--- src/rtl/interval_timer.sv ---
// -----------------------------------------------------------------------------
// interval_timer
//
// Programmable interval store and one-second countdown timer for the
// traffic-light controller. Three interval registers (base green, extended
// green/walk, yellow) hold durations in seconds. A start loads the selected
// interval and counts it down at one step per CLK_DIV clocks. Reaching zero
// produces a single-cycle expired pulse and the timer returns to idle.
//
// Parameters
//   CLK_DIV   clock cycles per one-second tick (>= 2)
//   VAL_W     width of the interval values in seconds
//   DEF_BASE  reset/default value of the base interval     (address 2'b00)
//   DEF_EXT   reset/default value of the extended interval (address 2'b01)
//   DEF_YEL   reset/default value of the yellow interval   (address 2'b10)
//
// Ports
//   clk               system clock, rising edge
//   sys_reset         synchronous active-high reset
//   prg_sync_in       one-shot program strobe (already synchronized)
//   time_param_sel    register to program: 00 base, 01 ext, 10 yel, 11 none
//   time_value        value to program, seconds (0 restores the default)
//   interval_address  interval to load on start (11 reads base)
//   start_timer       load and (re)start the countdown
//   expired           registered one-cycle pulse when the count reaches 0
//   busy              registered, high while counting
//   remaining         registered seconds left, for display
// -----------------------------------------------------------------------------
module interval_timer #(
   parameter int unsigned CLK_DIV  = 100_000_000,
   parameter int unsigned VAL_W    = 4,
   parameter int unsigned DEF_BASE = 6,
   parameter int unsigned DEF_EXT  = 3,
   parameter int unsigned DEF_YEL  = 2
) (
   input  logic             clk,
   input  logic             sys_reset,
   input  logic             prg_sync_in,
   input  logic [1:0]       time_param_sel,
   input  logic [VAL_W-1:0] time_value,
   input  logic [1:0]       interval_address,
   input  logic             start_timer,
   output logic             expired,
   output logic             busy,
   output logic [VAL_W-1:0] remaining
);

   localparam int unsigned      DIV_W    = (CLK_DIV > 1) ? $clog2(CLK_DIV) : 1;
   localparam logic [DIV_W-1:0] DIV_LAST = DIV_W'(CLK_DIV - 1);

   localparam logic [VAL_W-1:0] BASE_DEF = VAL_W'(DEF_BASE);
   localparam logic [VAL_W-1:0] EXT_DEF  = VAL_W'(DEF_EXT);
   localparam logic [VAL_W-1:0] YEL_DEF  = VAL_W'(DEF_YEL);

   // Shared encoding for time_param_sel and interval_address.
   typedef enum logic [1:0] {
      SEL_BASE = 2'b00,
      SEL_EXT  = 2'b01,
      SEL_YEL  = 2'b10,
      SEL_NONE = 2'b11
   } sel_e;

   typedef enum logic {
      IDLE  = 1'b0,
      COUNT = 1'b1
   } state_e;

   // ---------------------------------------------------------------------------
   // Interval registers
   // ---------------------------------------------------------------------------
   logic [VAL_W-1:0] base_reg;
   logic [VAL_W-1:0] ext_reg;
   logic [VAL_W-1:0] yel_reg;

   // A zero interval would expire without ever counting, so a zero write
   // falls back to that register's default instead.
   // NOTE: these are three individual flops, not a memory array, so every one
   // of them gets an explicit reset value; reset never leaves them unknown.
   // NOTE: sequential state is written with <= only so every register samples
   // the pre-edge values, independent of process ordering.
   always_ff @(posedge clk) begin
      if (sys_reset) begin
         base_reg <= BASE_DEF;
         ext_reg  <= EXT_DEF;
         yel_reg  <= YEL_DEF;
      end else if (prg_sync_in) begin
         case (time_param_sel)
            SEL_BASE: base_reg <= (time_value == '0) ? BASE_DEF : time_value;
            SEL_EXT:  ext_reg  <= (time_value == '0) ? EXT_DEF  : time_value;
            SEL_YEL:  yel_reg  <= (time_value == '0) ? YEL_DEF  : time_value;
            default:  ;  // SEL_NONE: nothing is written
         endcase
      end
   end

   // Read mux. This sees the register contents before any write landing on
   // the same edge, so a start concurrent with a write loads the old value.
   logic [VAL_W-1:0] load_val;

   // NOTE: every always_comb output is given a default on entry so that no
   // path through the block leaves it unassigned and infers a latch.
   always_comb begin
      load_val = base_reg;
      case (interval_address)
         SEL_EXT: load_val = ext_reg;
         SEL_YEL: load_val = yel_reg;
         default: load_val = base_reg;  // base, and 11 aliases to base
      endcase
   end

   // ---------------------------------------------------------------------------
   // Countdown FSM
   // ---------------------------------------------------------------------------
   state_e           state;
   state_e           state_nxt;
   logic [DIV_W-1:0] div_cnt;
   logic [DIV_W-1:0] div_nxt;
   logic [VAL_W-1:0] rem_nxt;
   logic             exp_nxt;

   // Start has priority over the tick, so a start coinciding with the final
   // tick reloads the count and suppresses the expired pulse.
   always_comb begin
      state_nxt = state;
      div_nxt   = div_cnt;
      rem_nxt   = remaining;
      exp_nxt   = 1'b0;

      if (start_timer) begin
         state_nxt = COUNT;
         div_nxt   = '0;
         rem_nxt   = load_val;
      end else begin
         case (state)
            IDLE: begin
               div_nxt = '0;
            end
            COUNT: begin
               if (div_cnt == DIV_LAST) begin
                  div_nxt = '0;
                  if (remaining > VAL_W'(1)) begin
                     rem_nxt = remaining - VAL_W'(1);
                  end else begin
                     // Final tick; the <= 1 test also keeps 0 from underflowing.
                     rem_nxt   = '0;
                     exp_nxt   = 1'b1;
                     state_nxt = IDLE;
                  end
               end else begin
                  div_nxt = div_cnt + DIV_W'(1);
               end
            end
            default: begin
               state_nxt = IDLE;
               div_nxt   = '0;
            end
         endcase
      end
   end

   // busy is registered from the next state so that it rises on the edge
   // after the start and falls on the same edge that expired rises.
   always_ff @(posedge clk) begin
      if (sys_reset) begin
         state     <= IDLE;
         div_cnt   <= '0;
         remaining <= '0;
         expired   <= 1'b0;
         busy      <= 1'b0;
      end else begin
         state     <= state_nxt;
         div_cnt   <= div_nxt;
         remaining <= rem_nxt;
         expired   <= exp_nxt;
         busy      <= (state_nxt == COUNT);
      end
   end

endmodule

--- config.mk ---
export PLATFORM = sky130hd
export DESIGN_NAME = interval_timer
export DESIGN_NICKNAME = d
export VERILOG_FILES = /design/src/rtl/interval_timer.sv
export SDC_FILE = /design/constraint.sdc
export NUM_CORES = 1
export LEC_CHECK = 0
export BUFFER_PORTS_ARGS = -buffer_cell sky130_fd_sc_hd__buf_2
export CAP_MARGIN = 10
export CELL_PAD_IN_SITES_DETAIL_PLACEMENT = 1
export CELL_PAD_IN_SITES_GLOBAL_PLACEMENT = 2
export CORE_MARGIN = 2
export CORE_UTILIZATION = 39
export DETAILED_ROUTE_END_ITERATION = 16
export MAX_ROUTING_LAYER = met4
export PLACE_DENSITY_LB_ADDON = 0.12
export SYNTH_ARGS = -nofsm -noshare
export SYNTH_HDL_FRONTEND = slang
export SYNTH_SLANG_ARGS = --single-unit
--- constraint.sdc ---
create_clock -name clk -period 3.1 [get_ports clk]
set_input_delay 0.155 -clock clk [delete_from_list [all_inputs] [get_ports clk]]
set_output_delay 0.155 -clock clk [all_outputs]
set_load 0.01 [all_outputs]
==> run summary <==
The data arrival time of the worst path came out at 2500 ps. The initial standard-cell utilization of the core is 39.8%. The final critical-path share of the clock period came out at between 70% and 80%. The path with the worst hold slack has its endpoint at expired.

The die area is 6170 µm². A synthesized cell averages 8.56 µm². The final hold violation count is 0. The number of slew-limit violations in the final report is 0.

The gate family responsible for the most delay along the worst path is simple AND/OR/NAND/NOR gates. Clock-pin slew was measured on the worst setup and hold paths at 90 ps. The floorplan die height is 78.5 µm.

Of the cells placed in the final design, the portion with a size suffix greater than 1 is 11.4%. The count of different cell masters after synthesis came out at 37. Input and output buffers added on the ports amount to 17. The post-synthesis to final-layout area growth is 12.6%. The library cell used most frequently in the layout, excluding fill and tap cells, is sky130_fd_sc_hd__dfxtp_1.

The estimated wirelength of the detail-placed design came out at 3.83 mm. The final critical delay including setup and external delays came out at 2310 ps. The delay of the slowest cell on the worst path is 650 ps. The total CTS buffers is 5. Counting instances, the worst hold path has a depth of 2. The largest net degree at the start of global routing is 28. After layout, the worst setup slack is 791 ps. Across the VDD grid, the largest voltage drop is 0.236 mV. The run finished with clean final reports. Max-cap violations in this run came to 0.

The portion of synthesized cell area occupied by the leading cell type came out at about two fifths. The share of synthesized registers carrying an async set or reset came out at 0%. The worst register-to-register path begins at div_cnt[10]. 0 antenna diodes ended up in the layout. For this run, the total global-route usage over all layers was measured as 19.0%. The die width came out at about 79 µm. Across all register-to-register paths, the minimum setup slack is between 700 and 800 ps. The count of final setup violators came out at 0. The register with the most flip-flops in the final layout is div_cnt. Counting every sink on the clock net gives 45. The biggest area contributor in the post-synthesis netlist is sky130_fd_sc_hd__dfxtp_1. The number of ports placed on the die boundary is 18. The number of antenna violations at the first check in global routing came to 0. The synthesized area is 2170 µm². The endpoint identified for the worst register-to-register timing path is div_cnt[11]. The number of global-route vias before repair is 1,872.

For this run, the leading register cell type out of synthesis is sky130_fd_sc_hd__dfxtp_1. Synthesis produced a netlist with a net count of 270. The master of the slowest instance on the critical path is sky130_fd_sc_hd__or4_1. The number of nets with antenna violations after detailed routing came out at 0. The achievable frequency came out at about 430 MHz. The number of H-tree branching levels is 2. The worst-case clock buffer depth came out at 2.

Between clock sinks in the finished design, the worst skew comes to 9.15 ps. In the routed design, unresolved DRC markers number 0. TritonCTS built the clock tree. The leakage power of the design is 0.813 nW. Summed over all failing endpoints, the final setup total negative slack is 0 ps. Post-CTS repair changed the size of 0 cells. The first global-routing pass estimated 9.01 mm of wire. The startpoint of the tightest hold check path is start_timer. Traced cell by cell, the critical path runs through or4b_1 -> or4_1 -> o2111ai_4 -> buf_4 -> nor2_1. The cell count after synthesis came out at 253. The detailed-route wire length came out at 5.34 mm.

In the layout the commonest cells are 45 x sky130_fd_sc_hd__dfxtp_1, 25 x sky130_fd_sc_hd__nor2_1, 21 x sky130_fd_sc_hd__nand2_1. The number of vias per cell after detailed routing is 5.72. The area of the core region is 5440 µm².

The clock network latency to the later pin of the worst-skew pair came out at roughly 310 ps. Dividing the detail-routed wire length by the instance count gives about 16 µm. The violation count after the first detailed-route iteration came out at 61.

The first-pass iteration count of the detailed router is 4. The kind of start point of the critical path is a register. The post-cts hold buffer count is 0.

After the last flow step, the layout net total stands at 288. The number of buffer and inverter instances along the worst setup path is 1. The routability-driven placement congestion ratio came out at approximately 0.75. Of the synthesized area, sequential elements account for 41.6%. The flip-flop count of the largest register after layout is 27. The critical path data required time is ~3300 ps.

The worst setup path is captured at a register. Of all nets on the critical path, the largest fanout is 27. The worst-margin pin slew is between 800 and 900 ps. The layout has between 600 and 700 filler cells. Counting cells, the worst reg-to-reg path comes to 5.

The number of warnings issued by yosys came out at 0. The number of flops mapped to enable cells by yosys came out at 0. The initialized floorplan defines 27 standard-cell rows. The worst pin sits at a relative slew slack of 46.0%.

The synthesized flop and latch total came out at 45. By area the synthesized netlist is led by sky130_fd_sc_hd__dfxtp_1 42%, sky130_fd_sc_hd__a21oi_1 4.4%, sky130_fd_sc_hd__o21ai_0 4.4%. The path class of the tightest hold or removal check is in -> reg. The total via count after detailed routing came out at 1,966. The tree is rooted in a sky130_fd_sc_hd__clkbuf_8. The worst slack at placement came out at 787 ps. The critical path is of the reg -> reg type. The total grt overflow came out at 0.

Setup repair after global routing left no endpoint under its margin. The post-CTS setup-driven buffer insertion count is 0. Dividing total power by cell area gives a power density of 498 nW/µm².
-- worst max path at each step --
stage,startpoint,endpoint,depth (start not counted)
CTS,div_cnt[10],div_cnt[11],5
floorplan,div_cnt[25],div_cnt[26],6
finish,div_cnt[10],div_cnt[11],5
global placement,div_cnt[10],div_cnt[14],5
global route,div_cnt[0],div_cnt[18],6
detailed placement,div_cnt[25],div_cnt[11],5
-- cell usage after synthesis (3+ instances only) --
library cell and count:
sky130_fd_sc_hd__nor3_1 5, sky130_fd_sc_hd__o211ai_1 3, sky130_fd_sc_hd__xor2_1 3, sky130_fd_sc_hd__or4b_1 3, sky130_fd_sc_hd__mux2i_1 5, sky130_fd_sc_hd__xnor2_1 8
sky130_fd_sc_hd__nand2_1 21, sky130_fd_sc_hd__clkbuf_1 3, sky130_fd_sc_hd__o21ai_0 19, sky130_fd_sc_hd__a22oi_1 5, sky130_fd_sc_hd__ha_1 5, sky130_fd_sc_hd__nand3_1 11
sky130_fd_sc_hd__or4_1 8, sky130_fd_sc_hd__a21oi_1 19, sky130_fd_sc_hd__dfxtp_1 45, sky130_fd_sc_hd__nand4_1 7, sky130_fd_sc_hd__nor4_1 6, sky130_fd_sc_hd__nor2_1 25
sky130_fd_sc_hd__or3_1 11, sky130_fd_sc_hd__nand3b_1 3, sky130_fd_sc_hd__o31ai_1 7, sky130_fd_sc_hd__inv_1 7
-- kinds of logic (layout without fill, tap and decap cells) --
logic type	after synthesis	in the layout	synth area share [%]
simple gates	111	111	27.8
compound gates	60	60	17.3
flops	45	45	41.6
buf+inv	16	35	3.58
xor+xnor	11	11	4.45
fa+ha+maj	5	5	2.89
mux	5	5	2.31
-- area by class of cell --
cell class / count / area [µm²] / share of cell area (%)
clock buffers: 5 / 68.8 / 2.82
clock inverters: 3 / 65.1 / 2.67
inverters: 9 / 33.8 / 1.39
multi-input cells: 192 / 1190 / 48.7
flip-flops and latches: 45 / 901 / 36.9
well taps: 72 / 90.1 / 3.69
repair buffers: 18 / 92.6 / 3.80
-- power by group --
part / internal, mW / switching (mW) / leakage, nW
Sequential: 0.589 / 0.0106 / 0.365
Combinational: 0.0327 / 0.0513 / 0.380
Clock: 0.320 / 0.210 / 0.0681
-- per-stage QoR --
stage	cells	power (mW)	instance area (µm²)	hold WS, ps	utilization, %
floorplan	253	0.664	2170	233	-
global placement	336	0.696	2300	383	42.4
detailed placement	336	0.698	2300	384	42.4
CTS	344	1.23	2440	53.7	44.8
global route	344	1.26	2440	62.6	44.8
finish	344	1.21	2440	63.2	44.8
-- metal layers --
metal  share of wire (%)  up-vias  GRT usage, %
met5                   0        -             -
met4                 1.6        0          5.79
met3                 3.0        8          4.83
met2                  46       19          29.9
met1                  49      967          24.1
li1                    -      972             -
Power figures use the tool's default switching activity.
